$ cat config.mk
export PLATFORM = sky130hd
export DESIGN_NAME = rr_mux4_flat
export DESIGN_NICKNAME = d
export VERILOG_FILES = /design/src/rtl/rr_mux4_if.sv /design/src/rtl/rr_mux4.sv /design/src/flat_wrapper.sv
export SDC_FILE = /design/constraint.sdc
export NUM_CORES = 1
export LEC_CHECK = 0
export BUFFER_PORTS_ARGS = -buffer_cell sky130_fd_sc_hd__buf_2
export CAP_MARGIN = 15
export CELL_PAD_IN_SITES_DETAIL_PLACEMENT = 0
export CELL_PAD_IN_SITES_GLOBAL_PLACEMENT = 2
export CORE_UTILIZATION = 28
export DETAILED_ROUTE_END_ITERATION = 10
export PLACE_DENSITY = 0.9
export SYNTH_ARGS = -nofsm -noshare
export SYNTH_HDL_FRONTEND = slang
export SYNTH_SLANG_ARGS = --single-unit
$ cat constraint.sdc
create_clock -name clk -period 1.99 [get_ports clk]
set_clock_uncertainty 0.05 [all_clocks]
set_input_delay 0.199 -clock clk [delete_from_list [all_inputs] [get_ports clk]]
set_output_delay 0.199 -clock clk [all_outputs]
set_load 0.05 [all_outputs]
$ cat src/rtl/rr_mux4_if.sv
// Stream bundle for the 4-to-1 round-robin mux: four producer channels in,
// one registered tagged channel out, plus the accepted-beat counter.
interface rr_mux4_if #(
    parameter int WIDTH = 8
);
    logic [3:0]         in_valid;
    logic [4*WIDTH-1:0] in_data;
    logic [3:0]         in_ready;
    logic               out_valid;
    logic [WIDTH-1:0]   out_data;
    logic [1:0]         out_sel;
    logic               out_ready;
    logic [15:0]        beat_cnt;

    // master is the mux itself; slave is the surrounding producers/consumer
    modport master (
        input  in_valid, in_data, out_ready,
        output in_ready, out_valid, out_data, out_sel, beat_cnt
    );

    modport slave (
        output in_valid, in_data, out_ready,
        input  in_ready, out_valid, out_data, out_sel, beat_cnt
    );
endinterface

$ cat src/rtl/rr_mux4.sv
// Four-to-one round-robin stream multiplexer with a single registered output
// stage, source tag on every beat and a wrapping accepted-beat counter.
module rr_mux4 #(
    parameter int WIDTH = 8
) (
    input  logic      clk,
    input  logic      rst_n,
    rr_mux4_if.master bus
);

    typedef enum logic {
        EMPTY = 1'b0,
        FULL  = 1'b1
    } state_e;

    state_e           state_q, state_d;
    logic [WIDTH-1:0] data_q, data_d;
    logic [1:0]       sel_q, sel_d;
    logic [1:0]       ptr_q, ptr_d;
    logic [15:0]      cnt_q, cnt_d;

    logic             load_en;
    logic             grant_vld;
    logic [1:0]       grant_idx;
    logic             xfer;

    // Scan from ptr+3 down to ptr so the last hit is the first in search order.
    always_comb begin
        logic [1:0] idx;
        // NOTE: every comb output gets a default first so no path can infer a latch.
        idx       = ptr_q;
        grant_vld = 1'b0;
        grant_idx = ptr_q;
        for (int i = 3; i >= 0; i--) begin
            idx = ptr_q + 2'(i);
            if (bus.in_valid[idx]) begin
                grant_vld = 1'b1;
                grant_idx = idx;
            end
        end
    end

    assign load_en = (state_q == EMPTY) | bus.out_ready;
    assign xfer    = load_en & grant_vld;

    // NOTE: state registers use non-blocking assignments so every flop samples pre-edge values.
    always_ff @(posedge clk or negedge rst_n) begin
        if (!rst_n) begin
            state_q <= EMPTY;
            data_q  <= '0;
            sel_q   <= '0;
            ptr_q   <= '0;
            cnt_q   <= '0;
        end else begin
            state_q <= state_d;
            data_q  <= data_d;
            sel_q   <= sel_d;
            ptr_q   <= ptr_d;
            cnt_q   <= cnt_d;
        end
    end

    // Next state: drain-and-reload happens on the same edge, so no bubble.
    always_comb begin
        state_d = state_q;
        data_d  = data_q;
        sel_d   = sel_q;
        ptr_d   = ptr_q;
        cnt_d   = cnt_q;
        if (load_en) begin
            state_d = grant_vld ? FULL : EMPTY;
        end
        if (xfer) begin
            data_d = bus.in_data[int'(grant_idx)*WIDTH +: WIDTH];
            sel_d  = grant_idx;
            ptr_d  = grant_idx + 2'd1;
            cnt_d  = cnt_q + 16'd1;
        end
    end

    // Ready is also held low while reset is asserted, independent of inputs.
    always_comb begin
        bus.in_ready  = '0;
        if (xfer && rst_n) begin
            bus.in_ready[grant_idx] = 1'b1;
        end
        bus.out_valid = (state_q == FULL);
        bus.out_data  = data_q;
        bus.out_sel   = sel_q;
        bus.beat_cnt  = cnt_q;
    end

endmodule

$ cat src/flat_wrapper.sv
// flat-port wrapper written by rule: the top's interface ports become plain ports
module rr_mux4_flat 
#(
    parameter int WIDTH = 8
)
  (clk, rst_n, bus_in_valid, bus_in_data, bus_out_ready, bus_in_ready, bus_out_valid, bus_out_data, bus_out_sel, bus_beat_cnt);
  rr_mux4_if #(.WIDTH(WIDTH)) bus_i ();
  input  logic clk;
  input  logic rst_n;
  input wire logic [$bits(bus_i.in_valid)-1:0] bus_in_valid;
  input wire logic [$bits(bus_i.in_data)-1:0] bus_in_data;
  input wire logic [$bits(bus_i.out_ready)-1:0] bus_out_ready;
  output wire logic [$bits(bus_i.in_ready)-1:0] bus_in_ready;
  output wire logic [$bits(bus_i.out_valid)-1:0] bus_out_valid;
  output wire logic [$bits(bus_i.out_data)-1:0] bus_out_data;
  output wire logic [$bits(bus_i.out_sel)-1:0] bus_out_sel;
  output wire logic [$bits(bus_i.beat_cnt)-1:0] bus_beat_cnt;
  assign bus_i.in_valid = bus_in_valid;
  assign bus_i.in_data = bus_in_data;
  assign bus_i.out_ready = bus_out_ready;
  assign bus_in_ready = bus_i.in_ready;
  assign bus_out_valid = bus_i.out_valid;
  assign bus_out_data = bus_i.out_data;
  assign bus_out_sel = bus_i.out_sel;
  assign bus_beat_cnt = bus_i.beat_cnt;
  rr_mux4 #(.WIDTH(WIDTH)) u_core (.clk(clk), .rst_n(rst_n), .bus(bus_i));
endmodule
Yosys cells after proc, flatten, opt, wreduce, memory -nomap -nowiden
Cells that the tools add are included.
- add/subtract/negate cells: 5
- multipliers: 0
- divide/modulo/power cells: 0
- order comparisons: 6
- eq/ne operators: 0
- shift operators: 1
- mux-type cells: 20
- bitwise logic cells: 3
- reductions and logical operators: 2
- operators with widths (kind ; count):
    32-bit by 6-bit variable part select with 8-bit output ; 1
    16-bit by 1-bit adder with 16-bit output, second input constant ; 1
    2-bit by 3-bit less-than comparator with 1-bit output, second input constant ; 5
    1-bit 2-to-1 mux ; 10
    1-bit binary-select mux with 2-bit select ; 4
    2-bit 2-to-1 mux ; 4
    2-bit by 1-bit adder with 2-bit output, second input constant ; 2
    2-bit adder, second input constant ; 2
    4-bit 2-to-1 mux ; 1
    1-bit demux with 2-bit select ; 1
    2-bit by 1-bit greater-or-equal comparator with 1-bit output, second input constant ; 1
    1-bit logical AND ; 2
    1-bit AND ; 1
    1-bit NOT ; 1
    1-bit OR ; 1
- register bits after elaboration: 29
- bits in latches: 0
- RAM bits: 0
- bits in read-only memories: 0
- bits of input ports: 39
- output and inout port bits: 31
- logic and storage cells: 42
- memories: 0

Logic depth before layout (Yosys ltp)
Gate-level depths: netlist (run 1).
- depth in word-level cells: 12
- gate-level depth with buffers: 6

Worst setup path after synthesis (run 1)
No wires, ideal clock.
- path kind: register to output
- start: register u_core.ptr_q[0]
- end: output port bus_in_ready[0]
- arrival time: 2.230 ns
- required time: 1.741 ns
- slack: -0.489 ns
- stages on the path, launching flop included: 6
- path through: dfrtp_1 > nor3b_2 > a2bb2oi_4 > o211a_1 > buf_2 > nor3_1
- longest elaborated chain between the ends: 12
- elaborated cells on any way between the ends: 27
- classes of those cells: add/sub (3); order compare (2); mux (19); bitwise (1); reduce/logical (2)
- RTL lines (element ; RTL line ; RTL):
    start, declared ; rr_mux4.sv:19 ; logic [1:0] ptr_q, ptr_d;
    start signal, assigned ; rr_mux4.sv:58 ; ptr_q <= ptr_d;
    2-bit adder ; rr_mux4.sv:35 ; idx = ptr_q + 2'(i);
    1-bit binary-select mux with 2-bit select ; rr_mux4.sv:36 ; if (bus.in_valid[idx]) begin
    1-bit 2-to-1 mux (implied by the code) ; rr_mux4.sv:36 ;
    2-bit 2-to-1 mux (4 in series) ; rr_mux4.sv:36 ;
    2-bit by 3-bit less-than comparator with 1-bit output (implied by the code) / 2-bit by 1-bit greater-or-equal comparator with 1-bit output (equally long branches) ; rr_mux4.sv:85 ; bus.in_ready[grant_idx] = 1'b1;
    1-bit logical AND (implied by the code) ; rr_mux4.sv:85 ;
    1-bit 2-to-1 mux (implied by the code) ; rr_mux4.sv:85 ;
    1-bit demux with 2-bit select ; -- ;
    4-bit 2-to-1 mux (*) ; rr_mux4.sv:84 ; if (xfer && rst_n) begin
    end, declared ; flat_wrapper.sv:13 ; output wire logic [$bits(bus_i.in_ready)-1:0] bus_in_ready;
Every way passes the cells marked *; elsewhere a longest branch is shown, timed or not. The select of a mux whose other input is x is not followed.

Final worst setup path (run 1)
- start: register u_core.ptr_q[1]
- end: output port bus_in_ready[3]
The elaborated chain is that of the path after synthesis.

==> metrics.md, run 1 <==
| Metric | Value |
|---|---|
| Ys Warns | `0` |
| Std-Cell Rows | `28` |
| Worst-Skew Late Latency | `280 ps` |
| Layout Cells excl Fill | `331` |
| Pwr Density | `1247 nW/um^2` |
| Crit path max fanout | `4` |
| Maxcap violations | `0` |
| Die height | `80.42 um` |
| Nets | `295` |
| First-pass GRT wire length | `7.210 mm` |
| Register area share after synthesis | `between 40% and 50%` |
| Total number of vias | `1561` |
| Top FF cell, synth | `dfrtp_1` |
| Setup Crit Path Kind | `flop to output pin` |
| Deepest clock path buffer count | `2` |
| # diodes | `0` |
| Leading cell type in the layout, fill and taps excluded | `buf_2` |
| Synth cell types | `35` |
| Syn avg cell area | `10.50 sq um` |
| Cell count after synthesis | `164` |
| Worst Setup End Kind | `output pin` |
| Initial DRT Pass Iterations | `4` |
| Fin crit share | `a little under 100%` |
| Number of CTS-inserted buffers | `5` |
| Slew Limit Fails | `0` |
| Max transition margin | `about 62%` |
| Hpwl dp | `3.432 mm` |
| Core Region | `just under 6000 sq um` |
| GRT Util Overall | `between 10 and 15%` |
| Setup violations, final | `0` |
| Syn Std Cell Area | `between 1500 and 2000 sq um` |
| Status | `finished, final reports clean` |
| Initial antenna violation count | `0` |
| Post-synth EDFFs | `0` |
| Most frequent cells in the layout | `buf_2, dfrtp_1, buf_4` |
| Via-to-Cell Ratio | `4.716` |
| Root Buffer | `clkbuf_8` |
| TritonCTS clock tree | `done` |
| VDD IR max | `0.6715 mV` |
| Worst slew pin tran | `568.8 ps` |
| Initial Util | `29.08%` |
| Routability cong. | `about 0.78` |
| Syn-to-layout area delta | `45.57%` |
| # IOs | `70` |
| WP data arrival | `1720 ps` |
| Buffers on Ports | `69` |
| Total wire length | `4.593 mm` |
| Hold slack | `between 200 and 250 ps` |
| Unrepaired setup endpoints after global routing | `true` |
| Hold crit path type | `input port to flop` |
| Synth Register Bits | `29` |
| Vias in the first global route | `1561` |
| Critical path data required time | `around 1700 ps` |
| Ys async rst share | `100.0%` |
| Layout cells sized above 1 | `48.05%` |
| Clk sinks | `29` |
| FMAX | `around 510 MHz` |
| Max H-tree Level | `2` |
| Final hold violation count | `0` |
| Pleak | `1.240 nW` |
| CP Launch Type | `flop` |
| GR Overflow Total | `0` |
| Die Width | `80.42 um` |
| Pin count of the biggest net entering global routing | `29` |
| Die area | `6467 sq um` |
| Inst Count DP | `between 300 and 400` |
| Post-Syn Nets | `~200` |
| Fin crit period | `1969 ps` |
| DRC | `0` |
| Drt wl/cell | `13.88 um` |
| Initial drt markers | `91` |
| Routed Antenna Nets | `0` |
| Reg clk slew, reported paths | `around 60 ps` |
-- registers in the layout, summed over array words and instances (netlist names) --
register / count
u_core.bus.out_sel: 2
u_core.ptr_q: 2
u_core.bus.beat_cnt: 16
u_core.bus.out_data: 8
u_core.bus.out_valid: 1
-- worst max-delay path, cell delays in order, from the launching register on --
cell and delay [ps]:
dfrtp_1 420, buf_6 130, nor3_4 40, a2111oi_4 290, nand2b_4 210, nand3_4 80
nor2_2 120, buf_6 160
-- per-layer routing --
layer	wire, um	track usage, %	vias to the layer above	part of all wire (%)
met5	0	0	-	0
met4	53	5.893	0	1.2
met3	177	2.955	4	3.9
met2	2264	23.90	35	49
met1	2097	19.24	745	46
li1	-	-	777	-
-- synthesized netlist by cell type, drive strengths merged (6+ instances only) --
master / number / area (sq um)
o211a: 9 / 90.09
dfrtp: 29 / 725.7
nor2: 9 / 33.78
nand2b: 11 / 68.82
xnor2: 10 / 87.58
nand3: 7 / 40.04
inv: 11 / 41.29
o211ai: 9 / 81.33
nand2: 14 / 55.06
mux2: 8 / 116.4
xor2: 6 / 52.55
o2111ai: 8 / 70.07
-- stage by stage --
stage | setup slack, ps | setup TNS, ps | area (sq um) | total power, mW | util (%)
floorplan | -74.16 | -262.3 | 1737 | 2.056 | -
global placement | 77.62 | 0 | 2233 | 2.465 | 37.72
detailed placement | 55.45 | 0 | 2233 | 2.486 | 37.72
CTS | -21.40 | -131.9 | 2456 | 3.101 | 41.48
global route | -65.72 | -337.0 | 2506 | 3.299 | 42.33
finish | 21.33 | 0 | 2506 | 3.124 | 42.33
-- what timing repair did --
item | in CTS | in global routing
pin swaps | 5 | 6
resized for setup | 18 | 7
endpoints found under the hold margin | 29 | 0
setup buffers | 6 | 3
setup endpoints to repair | 4 | 12
hold buffers | 1 | 0
-- worst paths after layout --
| path | start | end | slack (ps) | cells past startpoint |
|---|---|---|---|---|
| setup reg to reg | u_core.ptr_q[1]$_DFFE_PN0P_ | u_core.bus.out_data[4]$_DFFE_PN0P_ | 60 | 7 |
| max in group asynchronous | rst_n | u_core.ptr_q[0]$_DFFE_PN0P_ | 1080 | 3 |
| hold reg to reg | u_core.bus.beat_cnt[15]$_DFFE_PN0P_ | u_core.bus.beat_cnt[15]$_DFFE_PN0P_ | 410 | 1 |
| hold / removal | bus_in_data[28] | u_core.bus.out_data[4]$_DFFE_PN0P_ | 230 | 3 |
| setup / recovery | u_core.ptr_q[1]$_DFFE_PN0P_ | bus_in_ready[3] | 20 | 7 |
| min in group asynchronous | rst_n | u_core.bus.out_valid$_DFFE_PN0P_ | 240 | 2 |
-- area by class of cell --
type | instances | area [sq um]
Sequential cell | 29 | 725.7
Clock inverter | 2 | 10.01
Clock buffer | 6 | 72.57
Tap cell | 75 | 93.84
Multi-Input combinational cell | 119 | 1016
Timing Repair Buffer | 89 | 546.8
Fill cell | 580 | 3415
Inverter | 11 | 41.29
-- kinds of logic (layout without fill, tap and decap cells) --
kind of cell	after synthesis	after routing	synth area share [%]
XOR/XNOR	16	16	8.139
buffers and inverters	16	108	4.142
adder cells (fa/ha/maj)	1	1	0.7266
AO/OA/AOI/OAI	33	33	18.53
multiplexers	8	8	6.759
flip-flops	29	29	42.15
AND/OR/NAND/NOR	61	61	19.55
-- report_power, final --
part | switching (mW) | internal (mW) | total, mW
clock | 0.219 | 0.242 | 0.461
sequential | 0.145 | 0.756 | 0.901
combinational | 1.11 | 0.654 | 1.76
(Power assumes the default switching activity.)
==> run 2, diff against run 1 <==
CAP_MARGIN = not set   (was 15)
MAX_ROUTING_LAYER = met4   (was not set)
PLACE_DENSITY = 0.88   (was 0.9)
==> run 2 against run 1 <==
First-iteration DRC count down 30%. Final area up 1.1%. Flip-flop and latch count did not move.
==> metrics.md, run 2 (same netlist as run 1, synthesis figures left out) <==
| Metric | Value |
|---|---|
| Status | `finished, final reports clean` |
| CP Launch Type | `flop` |
| Unrepaired setup endpoints after global routing | `true` |
| Max H-tree Level | `2 (unchanged)` |
| Routed Antenna Nets | `0 (unchanged)` |
| Max transition margin | `64.96% (+3.0 points)` |
| Crit path max fanout | `3 (-1)` |
| Worst-Skew Late Latency | `270 ps (about the same)` |
| Setup violations, final | `0 (unchanged)` |
| Pleak | `1.248 nW (+0.59%)` |
| Largest register FFs | `16 (unchanged)` |
| Vias in the first global route | `1567 (+0.38%)` |
| Std-Cell Rows | `28 (unchanged)` |
| GR Overflow Total | `0 (unchanged)` |
| Fin crit share | `98.96% (about the same)` |
| Worst Setup End Kind | `output pin` |
| Setup Crit Path Kind | `flop to output pin` |
| Hold crit path type | `input port to async pin` |
| DRC | `0 (unchanged)` |
| WP data arrival | `1720 ps (about the same)` |
| Initial DRT Pass Iterations | `4 (unchanged)` |
| CP bufs+invs | `2 (unchanged)` |
| Critical path depth | `6 (-1)` |
| Initial Util | `29.08% (unchanged)` |
| Pwr Density | `1300 nW/um^2 (+4.3%)` |
| Crit-path most repeated cell | `buf_6` |
| Maxcap violations | `0 (unchanged)` |
| Crit-path leading delay family | `compound AO/OA/AOI/OAI gates` |
| Buffers on Ports | `69 (unchanged)` |
| Drt wl/cell | `13.79 um (-0.63%)` |
| Worst path max stage delay | `400 ps (-20 ps)` |
| Pin count of the biggest net entering global routing | `29 (unchanged)` |
| Layout cells sized above 1 | `49.03% (+0.98 points)` |
| Slew Limit Fails | `0 (unchanged)` |
| Via-to-Cell Ratio | `4.675 (-0.88%)` |
| CP endpoint | `bus_in_ready[0]` |
| GRT Util Overall | `16.18% (+1.4 points)` |
| CP Launch Point | `u_core.ptr_q[0]$_DFFE_PN0P_` |
| Worst slew pin tran | `523.4 ps (-45.43 ps)` |
| TritonCTS clock tree | `done` |
| FMAX | `507.8 MHz (about the same)` |
| R2R depth | `7 (unchanged)` |
| Setup TNS | `0 ps (unchanged)` |
| Leading cell type in the layout, fill and taps excluded | `buf_2` |
| Die height | `80.42 um (unchanged)` |
| Hpwl dp | `3.380 mm (-1.5%)` |
| Crit-path cells | `nor3b_2 -> a2bb2oi_4 -> buf_6 -> o211a_4 -> nor3_4 -> buf_6` |
| PnR Total Power | `3.295 mW (+5.5%)` |
| Initial drt markers | `64 (-30%)` |
| Deepest clock path buffer count | `2 (unchanged)` |
| Total wire length | `4.578 mm (-0.33%)` |
| Fin crit period | `1969 ps (+0.7052 ps)` |
| Core Region | `5921 sq um (unchanged)` |
| Total number of vias | `1552 (-0.58%)` |
| Clk sinks | `29 (unchanged)` |
| Initial antenna violation count | `0 (unchanged)` |
| Number of CTS-inserted buffers | `5 (unchanged)` |
| RR Startpoint | `u_core.ptr_q[0]$_DFFE_PN0P_` |
| Most frequent cells in the layout | `buf_2, dfrtp_1, buf_4` |
| Final hold violation count | `0 (unchanged)` |
| Die Width | `80.42 um (unchanged)` |
| First-pass GRT wire length | `7.541 mm (+4.6%)` |
| Syn-to-layout area delta | `47.24%` |
| # diodes | `0 (unchanged)` |
| Critical path data required time | `1740 ps (about the same)` |
| # IOs | `70 (unchanged)` |
| Slowest CP cell | `dfrtp_1` |
| Nets | `296 (+0.34%)` |
| Reg clk slew, reported paths | `70 ps (about the same)` |
| Worst reg2reg endpoint | `u_core.bus.out_data[0]$_DFFE_PN0P_` |
| Root Buffer | `clkbuf_8` |
| Reg2Reg Setup Slack | `60 ps (about the same)` |
| VDD IR max | `0.6353 mV (-5.4%)` |
| Routability cong. | `0.7993 (+2.2%)` |
| Die area | `6467 sq um (unchanged)` |
[run 2: how the worst min path moves through the flow]
stage	cells past startpoint	to	startpoint	slack [ps]
2_1_floorplan	0	u_core.bus.beat_cnt[0]$_DFFE_PN0P_	rst_n	-150
3_3_place_gp	1	u_core.bus.out_valid$_DFFE_PN0P_	rst_n	-40
3_5_place_dp	1	u_core.bus.out_valid$_DFFE_PN0P_	rst_n	-40
4_1_cts	3	u_core.bus.out_data[5]$_DFFE_PN0P_	bus_in_data[21]	210
5_1_grt	3	u_core.bus.out_data[3]$_DFFE_PN0P_	bus_in_data[27]	220
6_report	2	u_core.bus.out_valid$_DFFE_PN0P_	rst_n	220
[run 2: per-layer routing]
metal / routed length, um / track usage, %
met5: 0 / -
met4: 67 / 5.357
met3: 143 / 3.295
met2: 2211 / 25.42
met1: 2154 / 20.71
[run 2: layout make-up]
class / instances / area (sq um)
repair buffers: 90 / 545.5
multi-input cells: 119 / 1010
inverters: 11 / 43.79
clock buffers: 7 / 86.33
flip-flops and latches: 29 / 725.7
clock inverters: 1 / 30.03
well taps: 75 / 93.84
fillers: 599 / 3386
[run 2: where the power goes]
group | switching, mW | internal [mW] | total (mW)
combinational | 1.11 | 0.661 | 1.77
sequential | 0.134 | 0.756 | 0.891
clock | 0.224 | 0.408 | 0.632
[run 2: per-stage QoR]
stage                     utilization (%)  setup WS [ps]  hold slack, ps  instances  cell area (sq um)
after floorplan                         -         -74.16          -146.6        164               1737
after global placement              37.76          11.47          -42.22        315               2236
after detailed placement            37.76          8.435          -41.25        315               2236
after CTS                           42.03          6.538           214.3        329               2489
after global routing                42.81         -74.54           217.5        332               2535
final                               42.81          20.62           224.4        332               2535
[run 2: repair_timing]
action / in CTS / in global routing
cloned: 0 / 0
pin swaps: 4 / 0
setup endpoints to repair: 5 / 6
buffers inserted: 5 / 3
hold buffers: 1 / 0
gates resized for setup: 20 / 8
hold endpoints to repair: 13 / 0
==> run 3, diff against run 2 <==
BUFFER_PORTS_ARGS = -buffer_cell sky130_fd_sc_hd__clkbuf_2   (was -buffer_cell sky130_fd_sc_hd__buf_2)
CELL_PAD_IN_SITES_DETAIL_PLACEMENT = not set   (was 0)
CELL_PAD_IN_SITES_GLOBAL_PLACEMENT = not set   (was 2)
CORE_UTILIZATION = 45   (was 28)
PLACE_DENSITY = 0.85   (was 0.88)
==> run 3 against run 2 <==
Fmax is 0.29% lower. Cell count down 9.0%. Critical path type unchanged. Largest power group unchanged. Final area down 3.5%. Largest cell class unchanged.
==> metrics.md, run 3 (same netlist as run 1, synthesis figures left out) <==
| Metric | Value |
|---|---|
| Status | `finished, final reports clean` |
| Hold Crit Endpoint | `u_core.bus.out_data[5]$_DFFE_PN0P_` |
| Clock power frac | `15.0% (-4.2 points)` |
| Gate power share | `55.8% (+2.0 points)` |
| Die Width | `63.86 um (-21%)` |
| Leading cell type in the layout, fill and taps excluded | `clkbuf_2` |
| GRT Util Overall | `24.95% (+8.8 points)` |
| Drt wl/cell | `14.63 um (+6.1%)` |
| Syn-to-layout area delta | `42.15%` |
| Most frequent cells in the layout | `clkbuf_2, dfrtp_1, buf_4` |
| Vias in the first global route | `1665 (+6.3%)` |
| RR Startpoint | `u_core.ptr_q[0]$_DFFE_PN0P_` |
| Setup violations, final | `0 (unchanged)` |
| Total number of vias | `1597 (+2.9%)` |
| Total wire length | `4.419 mm (-3.5%)` |
| Layout cells sized above 1 | `47.64% (-1.4 points)` |
| Buffers on Ports | `69 (unchanged)` |
| Unrepaired setup endpoints after global routing | `true` |
| Crit-path cells | `and3b_1 -> a2111oi_4 -> nand2b_4 -> nand3_4 -> nor2_4 -> buf_12` |
| Multi-input logic area | `996.0 sq um (-1.4%)` |
| TritonCTS clock tree | `done` |
| Reg2Reg Setup Slack | `100 ps (+40 ps)` |
| Die area | `4077 sq um (-37%)` |
| Hold depth | `3` |
| Maxcap violations | `0 (unchanged)` |
| Max transition margin | `66.31% (+1.4 points)` |
| Routability cong. | `0.7948 (-0.56%)` |
| Routed Antenna Nets | `0 (unchanged)` |
| Slowest CP cell | `dfrtp_2` |
| Pleak | `1.224 nW (-1.9%)` |
| CP Launch Type | `flop` |
| Clk sinks | `29 (unchanged)` |
| First-pass GRT wire length | `7.631 mm (+1.2%)` |
| Worst reg2reg endpoint | `u_core.bus.out_data[0]$_DFFE_PN0P_` |
| Hold crit path type | `input port to flop` |
| FMAX | `506.3 MHz (-0.29%)` |
| Fin crit period | `1975 ps (+5.701 ps)` |
| Number of CTS-inserted buffers | `5 (unchanged)` |
| Hold Path Origin | `bus_in_data[29]` |
| R2R depth | `6 (-1)` |
| Nets | `293 (-1.0%)` |
| Setup TNS | `0 ps (unchanged)` |
| Hpwl dp | `3.214 mm (-4.9%)` |
| Final hold violation count | `0 (unchanged)` |
| Pint | `1.630 mW (-11%)` |
| # IOs | `70 (unchanged)` |
| DRC | `0 (unchanged)` |
| Deepest clock path buffer count | `2 (unchanged)` |
| Max H-tree Level | `2 (unchanged)` |
| WP data arrival | `1730 ps (about the same)` |
| Initial drt markers | `78 (+22%)` |
| Worst Setup End Kind | `output pin` |
| Largest register FFs | `16 (unchanged)` |
| Dpl cell area | `2240 sq um (+0.17%)` |
| Initial Util | `47.03% (+18 points)` |
| Seq pwr share | `29.2% (+2.2 points)` |
| VDD IR max | `0.6377 mV (+0.37%)` |
| Initial antenna violation count | `0 (unchanged)` |
| Crit-path leading delay family | `simple AND/OR/NAND/NOR gates` |
| Slew Limit Fails | `0 (unchanged)` |
| Worst slew pin tran | `503.1 ps (-20.21 ps)` |
| Pwr Density | `1270 nW/um^2 (-2.3%)` |
| Pin count of the biggest net entering global routing | `26 (-10%)` |
| Psw | `1.478 mW (+0.56%)` |
| Std-Cell Rows | `22 (-21%)` |
| Reg clk slew, reported paths | `60 ps (about the same)` |
| Register area | `726.9 sq um (+0.17%)` |
| Setup Crit Path Kind | `flop to output pin` |
| Via-to-Cell Ratio | `5.288 (+13%)` |
| Filler Cells Inserted | `287 (-52%)` |
| Fin crit share | `99.25% (+0.29 points)` |
| Root Buffer | `clkbuf_8` |
| Crit path max fanout | `4 (+1)` |
| Core Region | `3661 sq um (-38%)` |
| Worst-Skew Late Latency | `280 ps (about the same)` |
| CP bufs+invs | `1 (-1)` |
| Final Cell Area | `2447 sq um (-3.5%)` |
| Initial DRT Pass Iterations | `4 (unchanged)` |
| Critical path data required time | `1740 ps (about the same)` |
| GR Overflow Total | `0 (unchanged)` |
| # diodes | `0 (unchanged)` |
| Sw Ratio | `47.56% (+3.0 points)` |
| Die height | `63.86 um (-21%)` |
| Worst path max stage delay | `430 ps (+30 ps)` |
-- run 3: cell types whose count changed in the layout (fill, tap and decap cells not counted), sizes merged --
| cell | change |
|---|---|
| clkbuf | +65 |
| bufinv | -1 |
| clkinv | +2 |
| buf | -69 |
-- run 3: area by class of cell --
cell class              count  area share, %
clock buffers               6          2.965
clock inverters             2         0.4090
inverters                  11          1.687
well taps                  48          2.454
multi-input cells         119          40.70
flip-flops and latches     29          29.70
repair buffers             87          22.09
-- run 3: power groups by stage --
stage               clock, mW  combinational (mW)  sequential, mW
finish                  0.467                1.73           0.907
global route            0.499                1.83           0.928
CTS                     0.473                1.71           0.902
detailed placement          0                1.57           0.917
global placement            0                1.54           0.910
floorplan                   0               0.636            1.42
-- run 3: worst max path at each step --
stage / start / end / slack [ps] / depth (start not counted)
final: u_core.ptr_q[1]$_DFFE_PN0P_ / bus_in_ready[3] / 10 / 6
after global routing: u_core.ptr_q[1]$_DFFE_PN0P_ / bus_in_ready[3] / -60 / 6
after detailed placement: u_core.ptr_q[0]$_DFFE_PN0P_ / u_core.bus.out_data[0]$_DFFE_PN0P_ / 30 / 5
after global placement: u_core.ptr_q[0]$_DFFE_PN0P_ / u_core.bus.out_data[0]$_DFFE_PN0P_ / 70 / 5
after CTS: u_core.ptr_q[1]$_DFFE_PN0P_ / bus_in_ready[3] / 4 / 6
after floorplan: u_core.ptr_q[0]$_DFFE_PN0P_ / bus_in_ready[0] / -70 / 5
-- run 3: tightest hold or removal path, cell delays in order --
cell and delay (ps):
clkbuf_2 80, mux2_4 120, o211a_1 120
-- run 3: per-layer routing --
| layer | global-route usage [%] | up-vias | share of wire (%) | wire, um |
|---|---|---|---|---|
| li1 | - | 767 | - | - |
| met2 | 38.56 | 51 | 48 | 2138 |
| met5 | - | - | 0 | 0 |
| met3 | 5.714 | 13 | 4.4 | 194 |
| met4 | 12.78 | 0 | 3.2 | 142 |
| met1 | 30.47 | 766 | 44 | 1943 |
-- run 3: per-stage QoR --
step | power (mW) | setup WS (ps) | hold WS, ps | instances | util (%)
after floorplan | 2.056 | -74.16 | -146.6 | 164 | -
after global routing | 3.258 | -63.53 | 238.7 | 302 | 66.85
final | 3.108 | 14.92 | 226.2 | 302 | 66.85
after global placement | 2.448 | 70.47 | -4.359 | 289 | 61.18
after CTS | 3.084 | 3.833 | 224.8 | 302 | 66.71
after detailed placement | 2.484 | 34.07 | -2.572 | 289 | 61.18
-- run 3: timing repair --
item	CTS	global route
hold endpoints to repair	4	0
setup endpoints to repair	4	4
hold buffers	1	0
pin swaps	5	1
setup buffers	5	0
gates resized for setup	14	3
